`src/rtl/pipeline_hazard_ctrl.sv`:
```
`default_nettype none
// ============================================================================
// Module      : pipeline_hazard_ctrl
// Description : Central sequencer for the IF/ID, ID/EX, EX/MEM and MEM/WB
//               pipeline registers and the PC of a 5-stage pipeline.
//               - load-use hazard detection (stall IF/ID + PC, bubble ID/EX)
//               - flush of younger stages on a taken branch resolved in MEM
//               - pipeline freeze while a multi-cycle data access completes
//               - sticky data-memory timeout error
//               - saturating stall / flush statistics counters
// Revision    : 1.0 - initial release
// ----------------------------------------------------------------------------
// Parameters
//   MEM_TIMEOUT : max MEM_WAIT cycles before entering TIMEOUT (>= 2)
//   CNT_W       : width of stallCount / flushCount
// Ports
//   clk, rst_n          : rising-edge clock, asynchronous active-low reset
//   idRs, idRt, idUsesRt: source registers of the instruction in ID
//   exMemRead, exRt     : load in EX and its destination register
//   memBranch, memZero  : branch control / condition of the instruction in MEM
//   memMemRead/Write    : data-memory operation of the instruction in MEM
//   dmemReady           : data memory completes the access this cycle
//   pcWrite, pcSrc      : PC load enable, PC takes branch target
//   ifIdWrite/ifIdFlush : IF/ID load enable, IF/ID -> NOP
//   idExFlush/exMemFlush: bubble ID/EX, EX/MEM control
//   pipeEn              : load enable for ID/EX, EX/MEM, MEM/WB
//   dmemReq             : data memory request
//   memTimeout          : sticky timeout error
//   stallCount          : cycles with pcWrite=0 (RUN / MEM_WAIT only)
//   flushCount          : taken branches
// ============================================================================
module pipeline_hazard_ctrl #(
    parameter int MEM_TIMEOUT = 16,
    parameter int CNT_W       = 16
) (
    input  logic             clk,
    input  logic             rst_n,
    input  logic [4:0]       idRs,
    input  logic [4:0]       idRt,
    input  logic             idUsesRt,
    input  logic             exMemRead,
    input  logic [4:0]       exRt,
    input  logic             memBranch,
    input  logic [31:0]      memZero,
    input  logic             memMemRead,
    input  logic             memMemWrite,
    input  logic             dmemReady,
    output logic             pcWrite,
    output logic             pcSrc,
    output logic             ifIdWrite,
    output logic             ifIdFlush,
    output logic             idExFlush,
    output logic             exMemFlush,
    output logic             pipeEn,
    output logic             dmemReq,
    output logic             memTimeout,
    output logic [CNT_W-1:0] stallCount,
    output logic [CNT_W-1:0] flushCount
);

    localparam int c_WAIT_W = (MEM_TIMEOUT > 2) ? $clog2(MEM_TIMEOUT) : 1;
    localparam logic [c_WAIT_W-1:0] c_WAIT_LAST = c_WAIT_W'(MEM_TIMEOUT - 1);

    typedef enum logic [1:0] {
        ST_RUN      = 2'd0,
        ST_MEM_WAIT = 2'd1,
        ST_TIMEOUT  = 2'd2
    } state_t;

    state_t              r_state;
    state_t              w_nextState;
    logic [c_WAIT_W-1:0] r_waitCnt;
    logic [CNT_W-1:0]    r_stallCount;
    logic [CNT_W-1:0]    r_flushCount;

    logic w_memOp;
    logic w_taken;
    logic w_loadUse;
    logic w_waitClr;
    logic w_waitInc;
    logic w_flushInc;
    logic w_stallInc;

    assign w_memOp   = memMemRead | memMemWrite;
    assign w_taken   = memBranch & (|memZero);
    // r0 is hard-wired zero, so a load "to r0" never creates a dependency.
    assign w_loadUse = exMemRead & (exRt != 5'd0) &
                       ((exRt == idRs) | (idUsesRt & (exRt == idRt)));

    // ------------------------------------------------------------------
    // State register, wait counter and statistics counters
    // ------------------------------------------------------------------
    always_ff @(posedge clk or negedge rst_n) begin
        if (!rst_n) begin
            r_state      <= ST_RUN;
            r_waitCnt    <= '0;
            r_stallCount <= '0;
            r_flushCount <= '0;
        end else begin
            r_state <= w_nextState;
            if (w_waitClr) begin
                r_waitCnt <= '0;
            end else if (w_waitInc) begin
                r_waitCnt <= r_waitCnt + 1'b1;
            end
            // Statistics saturate at all-ones instead of wrapping.
            if (w_stallInc && (r_stallCount != '1)) begin
                r_stallCount <= r_stallCount + 1'b1;
            end
            if (w_flushInc && (r_flushCount != '1)) begin
                r_flushCount <= r_flushCount + 1'b1;
            end
        end
    end

    assign stallCount = r_stallCount;
    assign flushCount = r_flushCount;

    // ------------------------------------------------------------------
    // Next-state and control outputs (combinational, 0-cycle latency)
    // ------------------------------------------------------------------
    always_comb begin
        w_nextState = r_state;
        w_waitClr   = 1'b0;
        w_waitInc   = 1'b0;
        w_flushInc  = 1'b0;
        pcWrite     = 1'b1;
        pcSrc       = 1'b0;
        ifIdWrite   = 1'b1;
        ifIdFlush   = 1'b0;
        idExFlush   = 1'b0;
        exMemFlush  = 1'b0;
        pipeEn      = 1'b1;
        dmemReq     = w_memOp;
        memTimeout  = 1'b0;

        case (r_state)
            ST_RUN: begin
                if (w_memOp && !dmemReady) begin
                    pcWrite     = 1'b0;
                    ifIdWrite   = 1'b0;
                    pipeEn      = 1'b0;
                    dmemReq     = 1'b1;
                    w_waitClr   = 1'b1;
                    w_nextState = ST_MEM_WAIT;
                end else if (w_taken) begin
                    // A taken branch squashes the younger instructions, so a
                    // load-use hazard among them is irrelevant.
                    pcSrc      = 1'b1;
                    ifIdFlush  = 1'b1;
                    idExFlush  = 1'b1;
                    exMemFlush = 1'b1;
                    w_flushInc = 1'b1;
                end else if (w_loadUse) begin
                    pcWrite   = 1'b0;
                    ifIdWrite = 1'b0;
                    idExFlush = 1'b1;
                end
            end

            ST_MEM_WAIT: begin
                dmemReq = 1'b1;
                if (dmemReady) begin
                    w_nextState = ST_RUN;
                    if (w_taken) begin
                        pcSrc      = 1'b1;
                        ifIdFlush  = 1'b1;
                        idExFlush  = 1'b1;
                        exMemFlush = 1'b1;
                        w_flushInc = 1'b1;
                    end else if (w_loadUse) begin
                        pcWrite   = 1'b0;
                        ifIdWrite = 1'b0;
                        idExFlush = 1'b1;
                    end
                end else begin
                    pcWrite   = 1'b0;
                    ifIdWrite = 1'b0;
                    pipeEn    = 1'b0;
                    w_waitInc = 1'b1;
                    if (r_waitCnt == c_WAIT_LAST) begin
                        w_nextState = ST_TIMEOUT;
                    end
                end
            end

            ST_TIMEOUT: begin
                // Terminal error state: pipeline frozen until reset.
                memTimeout = 1'b1;
                pcWrite    = 1'b0;
                ifIdWrite  = 1'b0;
                pipeEn     = 1'b0;
                dmemReq    = 1'b0;
            end

            default: begin
                w_nextState = ST_RUN;
            end
        endcase

        // Stall statistics only cover live operation, never the error state.
        w_stallInc = (r_state != ST_TIMEOUT) && !pcWrite;

        // Outputs drop as soon as reset asserts, not at the next edge.
        if (!rst_n) begin
            pcWrite    = 1'b0;
            pcSrc      = 1'b0;
            ifIdWrite  = 1'b0;
            ifIdFlush  = 1'b0;
            idExFlush  = 1'b0;
            exMemFlush = 1'b0;
            pipeEn     = 1'b0;
            dmemReq    = 1'b0;
            memTimeout = 1'b0;
            w_stallInc = 1'b0;
            w_flushInc = 1'b0;
        end
    end

endmodule
`default_nettype wire

```
`config.mk`:
```
export PLATFORM = sky130hd
export DESIGN_NAME = pipeline_hazard_ctrl
export DESIGN_NICKNAME = d
export VERILOG_FILES = /design/src/rtl/pipeline_hazard_ctrl.sv
export SDC_FILE = /design/constraint.sdc
export NUM_CORES = 1
export LEC_CHECK = 0
export BUFFER_PORTS_ARGS = -buffer_cell sky130_fd_sc_hd__buf_2
export CAP_MARGIN = 20
export CORE_ASPECT_RATIO = 0.7
export CORE_MARGIN = 5
export CORE_UTILIZATION = 43
export CTS_CLUSTER_SIZE = 10
export DETAILED_ROUTE_END_ITERATION = 10
export PLACE_DENSITY_LB_ADDON = 0.05
export SYNTH_ARGS = -nofsm -noshare
export SYNTH_HDL_FRONTEND = slang
export SYNTH_SLANG_ARGS = --single-unit
```
`constraint.sdc`:
```
create_clock -name clk -period 2.1 [get_ports clk]
set_clock_uncertainty 0.15 [all_clocks]
set_input_delay 0.42 -clock clk [delete_from_list [all_inputs] [get_ports clk]]
set_output_delay 0.42 -clock clk [all_outputs]
set_load 0.005 [all_outputs]
```
==> out/metrics.csv, run 1 <==
metric,value,unit
fp.coreArea,0.00481,mm²
clk_pin_slew,0.07,ns
wl,6330,µm
cp-start-kind,input pin,
fin_util,68.1,%
io-pin-count,96,
mappedNetlistArea,0.00216,mm²
cp_data_required_time,1.53,ns
wl_per_cell,14.9,µm
synth_cell_types,37,
synth_fp_nets,278,
synthMuxAreaShare,1.22,%
yosysWarnings,0,
post-dp-hpwl,4770,µm
cts_tree,yes,
antenna_found_initial,0,
crit_buf_inv,2,
clock_path_buffers,2,
ys.flop_type,dfrtp_1,
nNetsFinal,413,
slew_headroom,60.2,%
num_antenna_cells,0,
grt_max_degree,39,
slew_viol_final,0,
first_pass_iters,4,
grt_setup_unrepaired,true,
power_density,701,mW/mm²
cts-root-buf,clkbuf_8,
setup_viol,3,
place_congestion,0.820,
synthCells,220,
crit_family,simple AND/OR/NAND/NOR gates,
vdd_drop_max,286,µV
hold_path.class,input pin to asynchronous set/reset pin,
port_buffers,95,
hold_viol,0,
reg2reg_from,flushCount[9],
area_delta_synth_final,52.0,%
die_area,0.00655,mm²
synth_top_family_by_area,simple AND/OR/NAND/NOR gates,
grt_pass1_vias,2103,
fin_crit,2.12,ns
via_per_inst,4.96,
die_h,69.2,µm
crit_type,input pin to output pin,
die_x,94.6,µm
reg2reg_slack,0.01,ns
cts_buffers,5,
ys_ff_latch,38,
async_reset_ff_share,100,%
slowest_stage,or4_1,
grt.total_usage,19.0,%
stdcell_count,425,
synth_xor_area_share,17.1,%
syn_area_per_cell,9.80,µm²
synth-edff-count,0,
detailedRoute.firstIterationViolations,113,
rows,21,
cts_sinks,38,
cpMostUsedCell,o21a_1,
grt_first_pass_wirelength,9940,µm
synth-compound-area-share,5.11,%
placed_cells,410,
htreeDepth,2,
clock.fmax,0.471,GHz
cap_violations,0,
reg2reg_to,flushCount[13],
p_leak,1.75,nW
cp-end-kind,output pin,
fin_tns_setup,-0.0575,ns
grt.overflow.total,0,
postRouteAntennaNets,0,
drc,0,
status,finished with violations,
vias,2109,
crit_arrival,1.55,ns
violations,setup timing,
slowest_delay,0.51,ns
path_max_fanout,2,
yosys.area_share.adder,1.74,%
r2r_cells,7,
start_util,44.8,%
clock_latency,0.29,ns
path_cells,"buf_6, or4_1, o21a_1, nand2_1, o21a_1, buf_2",
fin_ws,-0.0217,ns
synth.yosys.seq_area_share,44.1,%
worst_slew_pin_slew,0.595,ns
synth-simple-area-share,26.9,%
finalCritPeriodShare,101,%
layout-drive-gt1-share,49.4,%
synth_stat cells (all sizes together) (3+ instances only):
master,number,share of area [%]
a21oi,4,0.93
and3,4,1.2
and4,4,1.9
buf,8,2.8
dfrtp,38,44
ha,3,1.7
inv,5,0.87
nand2,20,3.5
nand3,16,3.7
nand4,6,1.7
nor2,18,3.1
nor3,15,4.5
nor4,16,5.2
o21ai,5,1.3
xnor2,13,5.3
xor2,29,12
cells in the final DEF (no fill, tap or decap), types with 2 or more instances in the layout:
cell type / Yosys / final
nand4_1: 6 / 6
nand2_1: 20 / 20
nor4_2: 2 / 6
nor4_4: 0 / 2
buf_4: 3 / 39
nor2_2: 0 / 2
and4_4: 2 / 2
o21a_1: 2 / 2
xor2_1: 29 / 29
nand2b_1: 2 / 2
nor4_1: 14 / 8
buf_2: 3 / 93
a21oi_1: 4 / 4
and4_1: 2 / 2
buf_6: 2 / 2
nor3_4: 1 / 7
and3_1: 4 / 3
inv_1: 5 / 5
nand3_1: 16 / 16
o21ai_0: 3 / 3
clkbuf_8: 0 / 6
nor2_1: 18 / 16
xnor2_1: 13 / 10
xnor2_2: 0 / 3
ha_1: 3 / 2
nor3_1: 12 / 7
dfrtp_1: 38 / 38
layer usage:
| metal | part of all wire [%] | wire [µm] | track usage [%] |
|---|---|---|---|
| met2 | 45 | 2830 | 28.9 |
| met3 | 9.0 | 567 | 6.83 |
| met1 | 46 | 2900 | 26.2 |
| met4 | 0.57 | 36 | 3.84 |
| met5 | 0 | 0 | 0 |
worst max path at each step:
stage | start | depth (start not counted) | end | slack, ns
after CTS | exRt[3] | 6 | pcWrite | -0.05
after global routing | exRt[3] | 6 | ifIdWrite | -0.1
final | exRt[3] | 6 | ifIdWrite | -0.02
after global placement | memZero[16] | 8 | stallCount[2] | -0.22
after detailed placement | memZero[16] | 8 | stallCount[6] | -0.31
after floorplan | flushCount[6] | 7 | flushCount[1] | 0.005
report_power, final:
| group | switching (mW) | internal, mW | leakage (nW) |
|---|---|---|---|
| sequential | 0.113 | 0.864 | 0.495 |
| clock | 0.264 | 0.264 | 0.0472 |
| combinational | 0.373 | 0.419 | 1.21 |
registers in the layout, indices dropped and copies added (netlist names):
register / flops
r_waitCnt: 4
stallCount: 16
r_state: 2
flushCount: 16
cell type report:
| class | count | area [µm²] |
|---|---|---|
| clock buffer | 6 | 82.6 |
| clock inverter | 2 | 12.5 |
| fill | 414 | 1530 |
| inverter | 5 | 18.8 |
| multi-input combinational | 169 | 1300 |
| sequential | 38 | 951 |
| tap | 69 | 86.3 |
| timing repair buffer | 136 | 826 |
logic make-up (layout without fill, tap and decap cells):
| kind of cell | after synthesis | count (layout) |
|---|---|---|
| mux | 2 | 2 |
| simple gates | 106 | 106 |
| fa+ha+maj | 3 | 3 |
| xor+xnor | 42 | 42 |
| compound gates | 15 | 16 |
| flops | 38 | 38 |
| buf+inv | 14 | 149 |
per-stage QoR:
| step | instance area (µm²) | power (mW) | hold slack (ns) | setup WS, ns |
|---|---|---|---|---|
| global placement | 2930 | 1.70 | 0.323 | -0.217 |
| global route | 3280 | 2.44 | 0.104 | -0.0993 |
| floorplan | 2160 | 1.30 | -0.0256 | 0.00460 |
| detailed placement | 2930 | 1.73 | 0.318 | -0.313 |
| finish | 3280 | 2.30 | 0.0690 | -0.0217 |
| CTS | 3150 | 2.28 | 0.0920 | -0.0549 |
worst reg2reg max path, cell delays in order (launching register included):
cell     delay [ns]
dfrtp_1        0.39
and4_4         0.21
and4_4         0.19
and4_1         0.19
or3_4          0.37
buf_12         0.17
nor3_4         0.17
xor2_1         0.17
repair_timing:
item	CTS	global route
hold endpoints to repair	0	0
cloned	0	2
hold buffers	0	0
endpoints found under the setup margin	15	19
gates resized for setup	15	14
buffers inserted	4	1
pin swaps	7	14
(Power assumes the default switching activity.)
==> inputs of run 2 (changes only) <==
--- a/config.mk
+++ b/config.mk
@@ -5,11 +5,12 @@
 export SDC_FILE = /design/constraint.sdc
 export NUM_CORES = 1
 export LEC_CHECK = 0
+export ABC_AREA = 1
 export BUFFER_PORTS_ARGS = -buffer_cell sky130_fd_sc_hd__buf_2
 export CAP_MARGIN = 20
 export CORE_ASPECT_RATIO = 0.7
 export CORE_MARGIN = 5
-export CORE_UTILIZATION = 43
+export CORE_UTILIZATION = 45
 export CTS_CLUSTER_SIZE = 10
 export DETAILED_ROUTE_END_ITERATION = 10
 export PLACE_DENSITY_LB_ADDON = 0.05
==> run 2 against run 1 <==
  * The flow now finishes without violations
  * Global-route usage is 0.30 points higher
  * Largest cell class unchanged
  * Setup slack better by 0.11 ns
  * Power hardly changed
==> out/metrics.csv, run 2 <==
metric,value,unit,change
yosys-top-cells-count,"96 x nand2_1, 54 x nor2_1, 38 x dfrtp_1",,"was 38 x dfrtp_1, 29 x xor2_1, 20 x nand2_1"
wl_per_cell,12.8,µm,was 14.9 µm
power_density,678,mW/mm²,was 701 mW/mm²
cts_tree,yes,,unchanged
start_util,46.5,%,was 44.8%
io-pin-count,96,,unchanged
post-dp-hpwl,5620,µm,was 4770 µm
mappedNetlistArea,0.00268,mm²,was 0.00216 mm²
cap_violations,0,,unchanged
clk_pin_slew,0.08,ns,was 0.07 ns
grt_pass1_vias,2529,,was 2103
cp-start-kind,input pin,,unchanged
whs,0.0435,ns,was 0.0690 ns
cts_buffers,5,,unchanged
rows,23,,was 21
finalPower,2.30,mW,about the same
layout-drive-gt1-share,34.2,%,was 49.4%
synth_top_family_by_area,simple AND/OR/NAND/NOR gates,,unchanged
wl,7100,µm,was 6330 µm
hold_viol,0,,unchanged
crit_type,input pin to output pin,,unchanged
htreeDepth,2,,unchanged
fin_util,58.9,%,was 68.1%
port_buffers,95,,unchanged
drc,0,,unchanged
area_delta_synth_final,26.6,%,was 52.0%
ys_ff_latch,38,,unchanged
postRouteAntennaNets,0,,unchanged
vdd_drop_max,283,µV,was 286 µV
cts-root-buf,clkbuf_8,,unchanged
first_pass_iters,4,,unchanged
synth_fp_nets,429,,was 278
yosys.area_share.adder,1.40,%,was 1.74%
grt.total_usage,19.3,%,was 19.0%
grt.overflow.total,0,,unchanged
synth_xor_area_share,9.49,%,was 17.1%
synth.yosys.seq_area_share,35.5,%,was 44.1%
yosys.area.top_type,dfrtp_1,,unchanged
hold_path.class,input pin to asynchronous set/reset pin,,unchanged
holdBufCountCts,0,,unchanged
fin_tns_setup,0,ns,was -0.0575 ns
clock_path_buffers,2,,unchanged
cp_data_required_time,1.53,ns,about the same
place_congestion,0.899,,was 0.820
synth-compound-area-share,4.95,%,was 5.11%
ys.flop_type,dfrtp_1,,unchanged
setup_viol,0,,was 3
synth-edff-count,0,,unchanged
stdcell_area,0.00339,mm²,was 0.00328 mm²
slew_headroom,63.1,%,was 60.2%
yosysTopAreaCellShare,35.5,%,was 44.1%
antenna_found_initial,0,,unchanged
status,completed,,was finished with violations
grt_setup_unrepaired,true,,unchanged
fin_crit,2.01,ns,was 2.12 ns
synth-simple-area-share,40.1,%,was 26.9%
path_max_fanout,4,,was 2
slew_viol_final,0,,unchanged
die_x,102,µm,was 94.6 µm
cts_sinks,38,,unchanged
finalCritPeriodShare,95.8,%,was 101%
p_leak,1.76,nW,was 1.75 nW
grt_first_pass_wirelength,11700,µm,was 9940 µm
fp.coreArea,0.00576,mm²,was 0.00481 mm²
num_antenna_cells,0,,unchanged
synth_cell_types,36,,was 37
place_area,0.00325,mm²,was 0.00293 mm²
crit_arrival,1.44,ns,was 1.55 ns
clock.fmax,0.497,GHz,was 0.471 GHz
vias,2738,,was 2109
grt_max_degree,39,,unchanged
detailedRoute.firstIterationViolations,153,,was 113
mostFrequentLayoutCells,"95 x nand2_1, 95 x buf_2, 48 x nor2_1",,"was 93 x buf_2, 39 x buf_4, 38 x dfrtp_1"
die_area,0.00762,mm²,was 0.00655 mm²
synthCells,371,,was 220
cp-end-kind,output pin,,unchanged
syn_area_per_cell,7.22,µm²,was 9.80 µm²
via_per_inst,4.93,,was 4.96
netlist_top_cells_area,"dfrtp_1 36%, nand2_1 13%, xor2_1 7.9%, nor2_1 7.6%, nand4_1 4.9%",,"was dfrtp_1 44%, xor2_1 12%, xnor2_1 5.3%, nor4_1 4.1%, nand3_1 3.7%"
synthMuxAreaShare,0,%,was 1.22%
die_h,74.5,µm,was 69.2 µm
synth_most_common_cell,nand2_1,,was dfrtp_1
async_reset_ff_share,100,%,unchanged
worst_slew_pin_slew,0.549,ns,was 0.595 ns
yosysWarnings,0,,unchanged
nNetsFinal,538,,was 413
clock_latency,0.29,ns,about the same
==> run 2: what timing repair did <==
| action | in CTS | in global routing |
|---|---|---|
| setup buffers | 0 | 5 |
| hold endpoints to repair | 0 | 0 |
| endpoints found under the setup margin | 0 | 8 |
| gates resized for setup | 0 | 8 |
==> run 2: kinds of logic after synthesis <==
kind of cell | Yosys count
adder cells (fa/ha/maj) | 3
AND/OR/NAND/NOR | 229
flip-flops | 38
AO/OA/AOI/OAI | 22
XOR/XNOR | 29
buffers and inverters | 50
==> run 2: path summary, 6_finish.rpt <==
| kind | slack, ns | to | cells after the start | startpoint |
|---|---|---|---|---|
| max | 0.09 | ifIdWrite | 12 | memZero[9] |
| min | 0.04 | flushCount[8] | 2 | rst_n |
| max reg2reg | 0.14 | flushCount[3] | 10 | flushCount[0] |
| min reg2reg | 0.35 | stallCount[15] | 2 | stallCount[15] |
| max in group asynchronous | 1.39 | r_waitCnt[1] | 2 | rst_n |
| min in group clk | 0.35 | stallCount[15] | 2 | stallCount[15] |
==> run 2: stage by stage <==
step                      instances  setup slack (ns)
after global placement          543            0.0110
after floorplan                 371            0.0437
final                           555            0.0874
after detailed placement        543            0.0119
after CTS                       550           0.00183
after global routing            555           -0.0409
==> run 2: layout make-up <==
class	count	area (µm²)
fillers	559	2370
multi-input cells	283	1520
flip-flops and latches	38	951
repair buffers	111	596
inverters	41	154
well taps	75	93.8
clock buffers	5	68.8
clock inverters	2	10.0
==> run 2: routing by layer <==
metal	share of wire, %	global-route usage (%)	wire length (µm)	vias to the layer above
met5	0	0	0	-
met4	0.53	4.51	38	0
met2	42	29.4	3010	112
met3	9.4	5.15	669	6
met1	48	27.7	3390	1216
li1	-	-	-	1404
==> run 2: worst max-delay path, stage by stage <==
cell,delay [ns]
buf_2,0.11
nor2_1,0.09
nand2_1,0.05
nor2_1,0.11
nand2_1,0.06
nor2_1,0.12
nor2_2,0.08
nor2_2,0.09
nand2_2,0.06
nand2_4,0.08
nor2_2,0.04
buf_2,0.13
==> run 2: power by group <==
part           switching (mW)  internal [mW]
clock                   0.266          0.223
sequential              0.147          0.864
combinational           0.443          0.354
==> inputs of run 3 (changes only) <==
--- a/config.mk
+++ b/config.mk
@@ -8,7 +8,7 @@
 export ABC_AREA = 1
 export BUFFER_PORTS_ARGS = -buffer_cell sky130_fd_sc_hd__buf_2
 export CAP_MARGIN = 20
-export CORE_ASPECT_RATIO = 0.7
+export CORE_ASPECT_RATIO = 1.1
 export CORE_MARGIN = 5
 export CORE_UTILIZATION = 45
 export CTS_CLUSTER_SIZE = 10
==> run 3 against run 2 <==
  * Largest cell class unchanged
  * Register-to-register slack better by 0.02 ns
  * Largest power group unchanged
  * Utilization is 0.64 points higher
  * Global-route usage decreased by 1.3 points
  * Cell count decreased by 0.36%
  * Design area increased by 1.3%
==> out/metrics.csv, run 3 (synthesis gave the netlist of run 2 again) <==
metric,value,unit,change
status,completed,,unchanged
placed_cells,542,,was 543
io-pin-count,96,,unchanged
cp-end-kind,output pin,,unchanged
stdcell_count,553,,was 555
cap_violations,0,,unchanged
crit_arrival,1.44,ns,about the same
cts_tree,yes,,unchanged
num_antenna_cells,0,,unchanged
postRouteAntennaNets,0,,unchanged
hold_path.class,input pin to asynchronous set/reset pin,,unchanged
cts-root-buf,clkbuf_8,,unchanged
mostFrequentLayoutCells,"96 x nand2_1, 91 x buf_2, 46 x nor2_1",,"was 95 x nand2_1, 95 x buf_2, 48 x nor2_1"
holdBufCountCts,0,,unchanged
hold_viol,0,,unchanged
final_common_cell,nand2_1,,
clock_path_buffers,2,,unchanged
grt_pass1_vias,2543,,was 2529
vias,2683,,was 2738
cts_sinks,38,,unchanged
area_delta_synth_final,28.3,%,was 26.6%
finalPower,2.29,mW,was 2.30 mW
crit_family,simple AND/OR/NAND/NOR gates,,unchanged
antenna_found_initial,0,,unchanged
p_leak,1.75,nW,was 1.76 nW
finalCritPeriodShare,95.6,%,was 95.8%
slowest_stage,a21oi_2,,was buf_2
crit_type,input pin to output pin,,unchanged
cpMostUsedCell,buf_2,,
place_area,0.00326,mm²,was 0.00325 mm²
start_util,46.4,%,was 46.5%
reg2reg_to,stallCount[1],,was flushCount[3]
cp_data_required_time,1.53,ns,about the same
drc,0,,unchanged
post-dp-hpwl,5220,µm,was 5620 µm
cts_buffers,5,,unchanged
stdcell_area,0.00343,mm²,was 0.00339 mm²
grt_first_pass_wirelength,11500,µm,was 11700 µm
reg2reg_slack,0.16,ns,was 0.14 ns
grt.overflow.total,0,,unchanged
clock.fmax,0.498,GHz,was 0.497 GHz
nNetsFinal,533,,was 538
fin_tns_setup,0,ns,unchanged
wl,6870,µm,was 7100 µm
slew_viol_final,0,,unchanged
cp-start-kind,input pin,,unchanged
vdd_drop_max,436,µV,was 283 µV
die_x,83.5,µm,was 102 µm
power_density,666,mW/mm²,was 678 mW/mm²
place_congestion,0.864,,was 0.899
via_per_inst,4.85,,was 4.93
layout-drive-gt1-share,33.8,%,was 34.2%
htreeDepth,2,,unchanged
reg2reg_from,stallCount[0],,was flushCount[0]
grt_max_degree,39,,unchanged
grt.total_usage,18.1,%,was 19.3%
setup_viol,0,,unchanged
slew_headroom,66.4,%,was 63.1%
die_area,0.00759,mm²,was 0.00762 mm²
crit_buf_inv,2,,unchanged
port_buffers,95,,unchanged
clock_latency,0.30,ns,was 0.29 ns
fin_util,59.5,%,was 58.9%
clk_pin_slew,0.07,ns,was 0.08 ns
wl_per_cell,12.4,µm,was 12.8 µm
path_cells,"buf_2, xor2_1, nor2_1, nand3_1, a21oi_2, nand2_2, nand2_4, nor2_4, buf_2",,"was buf_2, nor2_1, nand2_1, nor2_1, nand2_1, nor2_1, nor2_2, nor2_2, nand2_2, nand2_4, nor2_2, buf_2"
fin_crit,2.01,ns,about the same
worst_slew_pin_slew,0.501,ns,was 0.549 ns
path_max_fanout,3,,was 4
die_h,90.9,µm,was 74.5 µm
rows,29,,was 23
r2r_cells,9,,was 10
detailedRoute.firstIterationViolations,66,,was 153
slowest_delay,0.20,ns,was 0.13 ns
fill_cells,568,,was 559
fp.coreArea,0.00577,mm²,was 0.00576 mm²
first_pass_iters,4,,unchanged
==> run 3: power by group <==
part           switching (mW)  internal (mW)  total, mW
combinational           0.426          0.342      0.768
sequential              0.150          0.864       1.01
clock                   0.272          0.235      0.506
==> run 3: area by class of cell <==
cell class | count | area [µm²] | share of cell area (%)
Multi-Input combinational cell | 284 | 1550 | 45.0
Sequential cell | 38 | 951 | 27.7
Timing Repair Buffer | 105 | 601 | 17.5
Inverter | 41 | 154 | 4.48
Tap cell | 77 | 96.3 | 2.81
Clock buffer | 6 | 72.6 | 2.11
Clock inverter | 2 | 13.8 | 0.401
==> run 3: worst max path at each step <==
stage	depth (start not counted)	slack (ns)	endpoint	startpoint
2_1_floorplan	12	0.04	pcWrite	memZero[31]
3_3_place_gp	14	0.04	stallCount[4]	memZero[21]
3_5_place_dp	14	0.01	stallCount[0]	memZero[23]
4_1_cts	7	0.02	pcSrc	r_state[1]
5_1_grt	12	-0.03	ifIdWrite	memZero[5]
6_report	9	0.09	pcWrite	exRt[0]
==> run 3: timing repair <==
item                                    in CTS  in global routing
setup buffers                                0                  2
resized for setup                            0                 17
endpoints found under the setup margin       0                  9
==> run 3: metrics by stage <==
step / hold slack [ns] / setup slack, ns
2_1_floorplan: -0.0256 / 0.0437
3_3_place_gp: 0.335 / 0.0386
3_5_place_dp: 0.347 / 0.0137
4_1_cts: 0.0421 / 0.0212
5_1_grt: 0.0704 / -0.0292
6_report: 0.0313 / 0.0919
==> run 3: per-layer routing <==
metal | track usage, % | share of wire, % | vias to the layer above
li1 | - | - | 1394
met1 | 22.0 | 43 | 1232
met2 | 32.4 | 51 | 50
met3 | 4.01 | 4.4 | 7
met4 | 4.42 | 1.1 | 0
met5 | 0 | 0 | -
